## config.mk

```make
export PLATFORM = sky130hd
export DESIGN_NAME = eeprom_cfg_loader
export DESIGN_NICKNAME = d
export VERILOG_FILES = /design/src/rtl/eeprom_cfg_loader.sv
export SDC_FILE = /design/constraint.sdc
export NUM_CORES = 1
export LEC_CHECK = 0
export CORE_MARGIN = 3
export CORE_UTILIZATION = 55
export DETAILED_ROUTE_END_ITERATION = 8
export PLACE_DENSITY = 0.92
export SKIP_CTS_REPAIR_TIMING = 1
export SLEW_MARGIN = 20
export SYNTH_ARGS = -nofsm -noshare
export SYNTH_HDL_FRONTEND = slang
export SYNTH_SLANG_ARGS = --single-unit
```

## constraint.sdc

```tcl
create_clock -name clk -period 10.1 [get_ports clk]
set_input_delay 2.02 -clock clk [delete_from_list [all_inputs] [get_ports clk]]
set_output_delay 2.02 -clock clk [all_outputs]
set_load 0.01 [all_outputs]
```

## src/rtl/eeprom_cfg_loader.sv

```systemverilog
// Boot-time configuration loader: reads EEPROM page 0, validates magic byte and XOR checksum
// with bounded retries, then publishes node id / flags, or defaults plus an error flag.
module eeprom_cfg_loader #(
    parameter int unsigned INIT_WAIT_CYCLES = 10000000,
    parameter int unsigned TIMEOUT_CYCLES   = 200000,
    parameter int unsigned RETRY_GAP_CYCLES = 20000,
    parameter int unsigned MAX_RETRIES      = 3,
    parameter logic [7:0]  CFG_MAGIC        = 8'h5A,
    parameter logic [7:0]  DEFAULT_NODE_ID  = 8'h00
) (
    input  logic        clk,
    input  logic        reset,
    input  logic        i_reload,
    input  logic        i_eeprom_busy,
    input  logic        i_eeprom_done,
    input  logic [63:0] i_page,
    output logic        o_eeprom_start,
    output logic [7:0]  o_node_id,
    output logic [7:0]  o_cfg_flags,
    output logic        o_cfg_valid,
    output logic        o_cfg_error,
    output logic        o_loading,
    output logic [3:0]  o_attempt
);

    localparam logic [2:0] S_INIT_WAIT  = 3'd0;
    localparam logic [2:0] S_START      = 3'd1;
    localparam logic [2:0] S_WAIT_DONE  = 3'd2;
    localparam logic [2:0] S_CHECK      = 3'd3;
    localparam logic [2:0] S_RETRY_WAIT = 3'd4;
    localparam logic [2:0] S_DONE       = 3'd5;
    localparam logic [2:0] S_FAIL       = 3'd6;

    logic [2:0]  state;
    logic [31:0] cnt;
    logic [4:0]  attempt_cnt;
    logic [63:0] page;
    logic [7:0]  page_xor;
    logic        page_ok;
    logic        retry_ok;

    always_comb begin
        page_xor = 8'h00;
        for (int n = 0; n < 8; n++) begin
            page_xor = page_xor ^ page[8*n +: 8];
        end
    end

    assign page_ok  = (page[55:48] == CFG_MAGIC) && (page_xor == 8'h00);
    assign retry_ok = ({27'd0, attempt_cnt} <= MAX_RETRIES);

    assign o_eeprom_start = (state == S_START) && !i_eeprom_busy;
    assign o_loading      = (state == S_START) || (state == S_WAIT_DONE) ||
                            (state == S_CHECK) || (state == S_RETRY_WAIT);

    // Five count bits let MAX_RETRIES=15 reach its 16th attempt; the port saturates at 15.
    assign o_attempt = attempt_cnt[4] ? 4'hF : attempt_cnt[3:0];

    always_ff @(posedge clk) begin
        if (reset) begin
            state       <= S_INIT_WAIT;
            cnt         <= '0;
            attempt_cnt <= '0;
            page        <= '0;
            o_node_id   <= DEFAULT_NODE_ID;
            o_cfg_flags <= 8'h00;
            o_cfg_valid <= 1'b0;
            o_cfg_error <= 1'b0;
        end else begin
            case (state)
                S_INIT_WAIT: begin
                    if (cnt + 32'd1 >= INIT_WAIT_CYCLES) begin
                        cnt   <= '0;
                        state <= S_START;
                    end else begin
                        cnt <= cnt + 32'd1;
                    end
                end
                S_START: begin
                    if (!i_eeprom_busy) begin
                        attempt_cnt <= attempt_cnt + 5'd1;
                        cnt         <= '0;
                        state       <= S_WAIT_DONE;
                    end
                end
                S_WAIT_DONE: begin
                    // A completion arriving in the expiry cycle still counts.
                    if (i_eeprom_done) begin
                        page  <= i_page;
                        state <= S_CHECK;
                    end else if (cnt + 32'd1 >= TIMEOUT_CYCLES) begin
                        cnt <= '0;
                        if (retry_ok) begin
                            state <= S_RETRY_WAIT;
                        end else begin
                            state       <= S_FAIL;
                            o_node_id   <= DEFAULT_NODE_ID;
                            o_cfg_flags <= 8'h00;
                            o_cfg_valid <= 1'b0;
                            o_cfg_error <= 1'b1;
                        end
                    end else begin
                        cnt <= cnt + 32'd1;
                    end
                end
                S_CHECK: begin
                    cnt <= '0;
                    if (page_ok) begin
                        o_node_id   <= page[7:0];
                        o_cfg_flags <= page[15:8];
                        o_cfg_valid <= 1'b1;
                        o_cfg_error <= 1'b0;
                        state       <= S_DONE;
                    end else if (retry_ok) begin
                        state <= S_RETRY_WAIT;
                    end else begin
                        state       <= S_FAIL;
                        o_node_id   <= DEFAULT_NODE_ID;
                        o_cfg_flags <= 8'h00;
                        o_cfg_valid <= 1'b0;
                        o_cfg_error <= 1'b1;
                    end
                end
                S_RETRY_WAIT: begin
                    if (cnt + 32'd1 >= RETRY_GAP_CYCLES) begin
                        cnt   <= '0;
                        state <= S_START;
                    end else begin
                        cnt <= cnt + 32'd1;
                    end
                end
                S_DONE, S_FAIL: begin
                    // Reload keeps the last published id/flags visible while re-reading.
                    if (i_reload) begin
                        o_cfg_valid <= 1'b0;
                        o_cfg_error <= 1'b0;
                        attempt_cnt <= '0;
                        cnt         <= '0;
                        state       <= S_START;
                    end
                end
                default: begin
                    state <= S_INIT_WAIT;
                    cnt   <= '0;
                end
            endcase
        end
    end

endmodule

```

## Yosys cells after proc, flatten, opt, wreduce, memory -nomap -nowiden

Cells that the tools add are included.

| operators by class | value |
|---|---|
| magnitude comparators | 4 |
| add/subtract/negate cells | 2 |
| mux-type cells | 41 |
| bitwise logic cells | 7 |
| equality and inequality tests | 14 |
| reduce and logical (&&, ||, !) cells | 18 |

Operator list:

| cell | count |
|---|---|
| $mux W32 | 6 |
| $pmux W32 S5 | 1 |
| $mux W8 | 8 |
| $xor A8 B8 Y8 | 7 |
| $add A32 B1 Y32 const B | 1 |
| $ge A32 B15 Y1 const B | 1 |
| $ge A32 B18 Y1 const B | 1 |
| $ge A32 B24 Y1 const B | 1 |
| $pmux W8 S2 | 2 |
| $mux W3 | 7 |
| $pmux W3 S6 | 1 |
| $mux W5 | 2 |
| $pmux W5 S2 | 1 |
| $eq A3 B3 Y1 const B | 3 |
| $mux W1 | 9 |
| $reduce_and A3 Y1 | 3 |
| $eq A8 B7 Y1 const B | 1 |
| $logic_not A8 Y1 | 1 |
| $ne A2 B2 Y1 const B | 4 |
| $eq A3 B2 Y1 const B | 2 |
| $pmux W1 S3 | 2 |
| $add A5 B1 Y5 const B | 1 |
| $le A5 B2 Y1 const B | 1 |
| $reduce_and A5 Y1 | 1 |
| 14 further kinds | 19 |

| storage, ports and cells | value |
|---|---|
| output and inout bits | 24 |
| register bits | 122 |
| bits of input ports | 69 |
| word-level logic and storage cells | 94 |

## Logic depth before layout (Yosys ltp)

| logic depth | value |
|---|---|
| word-level depth | 11 |
| gate-level depth with buffers | 13 |
| depth with buffers taken out | 10 |

## Worst setup path before layout

OpenSTA, ideal clock, no wires.

| path | value |
|---|---|
| path type | input port to output port |
| start | input i_eeprom_busy |
| end | output o_eeprom_start |
| buffers on the path | 0 |
| required time | 8.080 ns |
| stages on the path | 1 |
| arrival time | 2.387 ns |
| slack | 5.693 ns |
| cell sequence | nor3_1 |

| on the way | value |
|---|---|
| word-level cells in the longest chain between the ends | 2 |

Ends and longest elaborated chain:

| element | line | source |
|---|---|---|
| start: declaration | 14 | `input logic i_eeprom_busy,` |
| $logic_not A1 Y1 | -- |  |
| $logic_and A1 B1 Y1 | 52 | `assign o_eeprom_start = (state == S_START) && !i_eeprom_busy;` |
| end: declaration | 17 | `output logic o_eeprom_start,` |

Every way passes these cells.

## Final worst setup path

Same ends and word-level chain as after synthesis.

==> results.toml <==
[synth]
yosysTopAreaCell = "dfxtp_1"
synth_area_um2 = 6091
synth_area_leaders = "dfxtp_1 40%, nand2_1 9.9%, xnor2_1 9.5%"
ys_seq_elements = 122
yosysWarnings = 0
netlist_instances = 761
syn-num-nets = 833
synthFlopType = "dfxtp_1"
synthArstFlopShare = 0
synth_area_per_cell_um2 = 8.004
yosysMostFrequentCell = "nand2_1"
synth_top_area_frac = 0.4010
synth_edf_count = 0
ys_types = 55
ys_seq_area_frac = 0.4010
synthTopCellsByCount = "161 x nand2_1, 122 x dfxtp_1, 85 x a21oi_1"

[die]
io_pins = 93
initial_core_util = 0.5771
die_w_um = 111.2
core.rowCount = 37
die_h_um = 111.2
fp.coreArea_um2 = 10560
die_area_um2 = 12370

[sta]
worst_pin_slew_ns = 1.076
skew_ns = 0.005556
final_max_slew_viol_count = 0
rsz0062_at_grt = "false"
fin_setup_tns_ns = 0
final-hold-violation-count = 0
setup_violations = 0
period_minus_slack_ns = 5.428
max_freq_ghz = 0.1842
maxSlewHeadroom = 0.2758
fin_hold_ws_ns = 0.4662
fin_crit_sh = 0.5374

[cts]
insertion_delay_ns = 0.52
cts_inserted_buffers = 17
clkTransAtPathRegs_ns = 0.06
clock-root-buffer = "clkbuf_8"
cts_tree = "done"
clock_sinks = 122
cts.path.max_buffers = 2
htree_levels = 4

[critical_path]
worst_ep_required_time_ns = 8.08
worstPathCellList = "clkdlybuf4s50_1, nor3_1, clkdlybuf4s50_1"
cp.arrival_ns = 3.41
slowest_stage = "clkdlybuf4s50_1"
worstPathMaxFanout = 3
cpPeakStageDelay_ns = 0.60
crit_top_cell = "clkdlybuf4s50_1"
start_kind = "input pin"
criticalPathCategory = "in2out"
worstSetupEndpointType = "output pin"

[power_and_ir_drop]
power_leakage_nw = 2.540
power_density_nw_per_um2 = 157.0
peakVddDrop_uv = 126.4
power_w = 0.001193

[drt]
viasPerCell = 5.999
drc = 0
wl_per_cell_um = 17.00
firstDrtPassIters = 8
antenna_left = 0
first_iter_violations = 561
wl_um = 16650
num_vias = 5873

[global_routing]
grt.overflow.total = 0
grt_first_pass_wirelength_um = 27110
grt_pass1_vias = 5783
track_usage = 0.2677
antenna_found_initial = 0
grt_max_degree = 78

[outcome]
outcome = "finished clean"

[placement]
port_buffers = 92
dp_cells = 947
dp_hpwl_um = 10790
globalplace.congestion = 0.9603

[final_layout]
syn2layout_area_growth_pct = 24.79
diodes = 0
layout-drive-gt1-share = 0.06287
fillers = 757
fin_nets = 902
ff_latch_area_um2 = 2442
final_cell_count_no_fill = 979
multi_input_area_um2 = 3442

[flow_run]
maxCapViolCount = 0

[hold_path]
hp-class = "reg2reg"
## critical path: cells and delay by family
family	cells	cell delay (ns)
and+or+nand+nor	1	0.33
buffers and inverters	2	1.06
## logic make-up (layout without fill, tap and decap cells)
family | after synthesis | after routing | synth area share
flip-flops | 122 | 122 | 0.4010
adder cells (fa/ha/maj) | 3 | 3 | 0.006163
XOR/XNOR | 74 | 74 | 0.1064
AO/OA/AOI/OAI | 190 | 190 | 0.2017
multiplexers | 5 | 5 | 0.008217
AND/OR/NAND/NOR | 311 | 311 | 0.2387
buffers and inverters | 56 | 138 | 0.03780
## final cells by class
type | instances | share of cell area
multi-input combinational | 583 | 0.4528
sequential | 122 | 0.3213
timing repair buffer | 97 | 0.1254
clock buffer | 20 | 0.05860
tap | 136 | 0.02239
clock inverter | 12 | 0.01498
inverter | 9 | 0.004444
## report_power, final
| part | switching [W] | internal (W) |
|---|---|---|
| sequential | 0.0000151 | 0.000491 |
| combinational | 0.0000596 | 0.0000563 |
| clock | 0.000230 | 0.000341 |
| total | 0.000305 | 0.000888 |
## layer usage
metal	GRT usage	wire, um	up-vias
met1	0.3267	6673	2695
met2	0.4395	7927	293
li1	-	-	2826
met3	0.05950	1383	59
met4	0.1419	663	0
met5	0	0	-
## path summary, 6_finish.rpt
path                              start  depth (start not counted)                    end  slack [ns]
setup / recovery          i_eeprom_busy                          3         o_eeprom_start        4.67
hold / removal    page[20]$_SDFFE_PP0P_                          2  page[20]$_SDFFE_PP0P_        0.47
setup reg to reg    cnt[1]$_SDFFE_PP0P_                         10  state[2]$_SDFFE_PP0P_        5.43
hold reg to reg   page[20]$_SDFFE_PP0P_                          2  page[20]$_SDFFE_PP0P_        0.47
## stage by stage
stage          worst slack, ns    util  cell area [um2]
6_report                 4.672  0.7201             7601
3_5_place_dp             4.692  0.6665             7036
3_3_place_gp             4.755  0.6665             7036
5_1_grt                  4.608  0.7201             7601
2_1_floorplan            5.693       -             6091
4_1_cts                  4.684  0.7195             7595
## state kept, by name, summed over array words and instances, names as in the netlist
signal       flops
page            64
attempt_cnt      5
o_node_id        8
o_cfg_error      1
o_cfg_flags      8
state            3
o_cfg_valid      1
cnt             32
## cells in the final DEF (no fill, tap or decap), types with 11 or more instances in the layout
| cell | count |
|---|---|
| nand2_1 | 161 |
| clkdlybuf4s50_1 | 91 |
| nand3_1 | 20 |
| nor4_1 | 15 |
| clkbuf_16 | 16 |
| a22o_1 | 19 |
| nand4_1 | 15 |
| nor3_1 | 11 |
| xnor2_1 | 66 |
| a21oi_1 | 85 |
| and3_1 | 12 |
| nand2b_1 | 11 |
| nor2_1 | 29 |
| a31oi_1 | 12 |
| dfxtp_1 | 122 |
| o21ai_0 | 16 |
(Power assumes the default switching activity.)
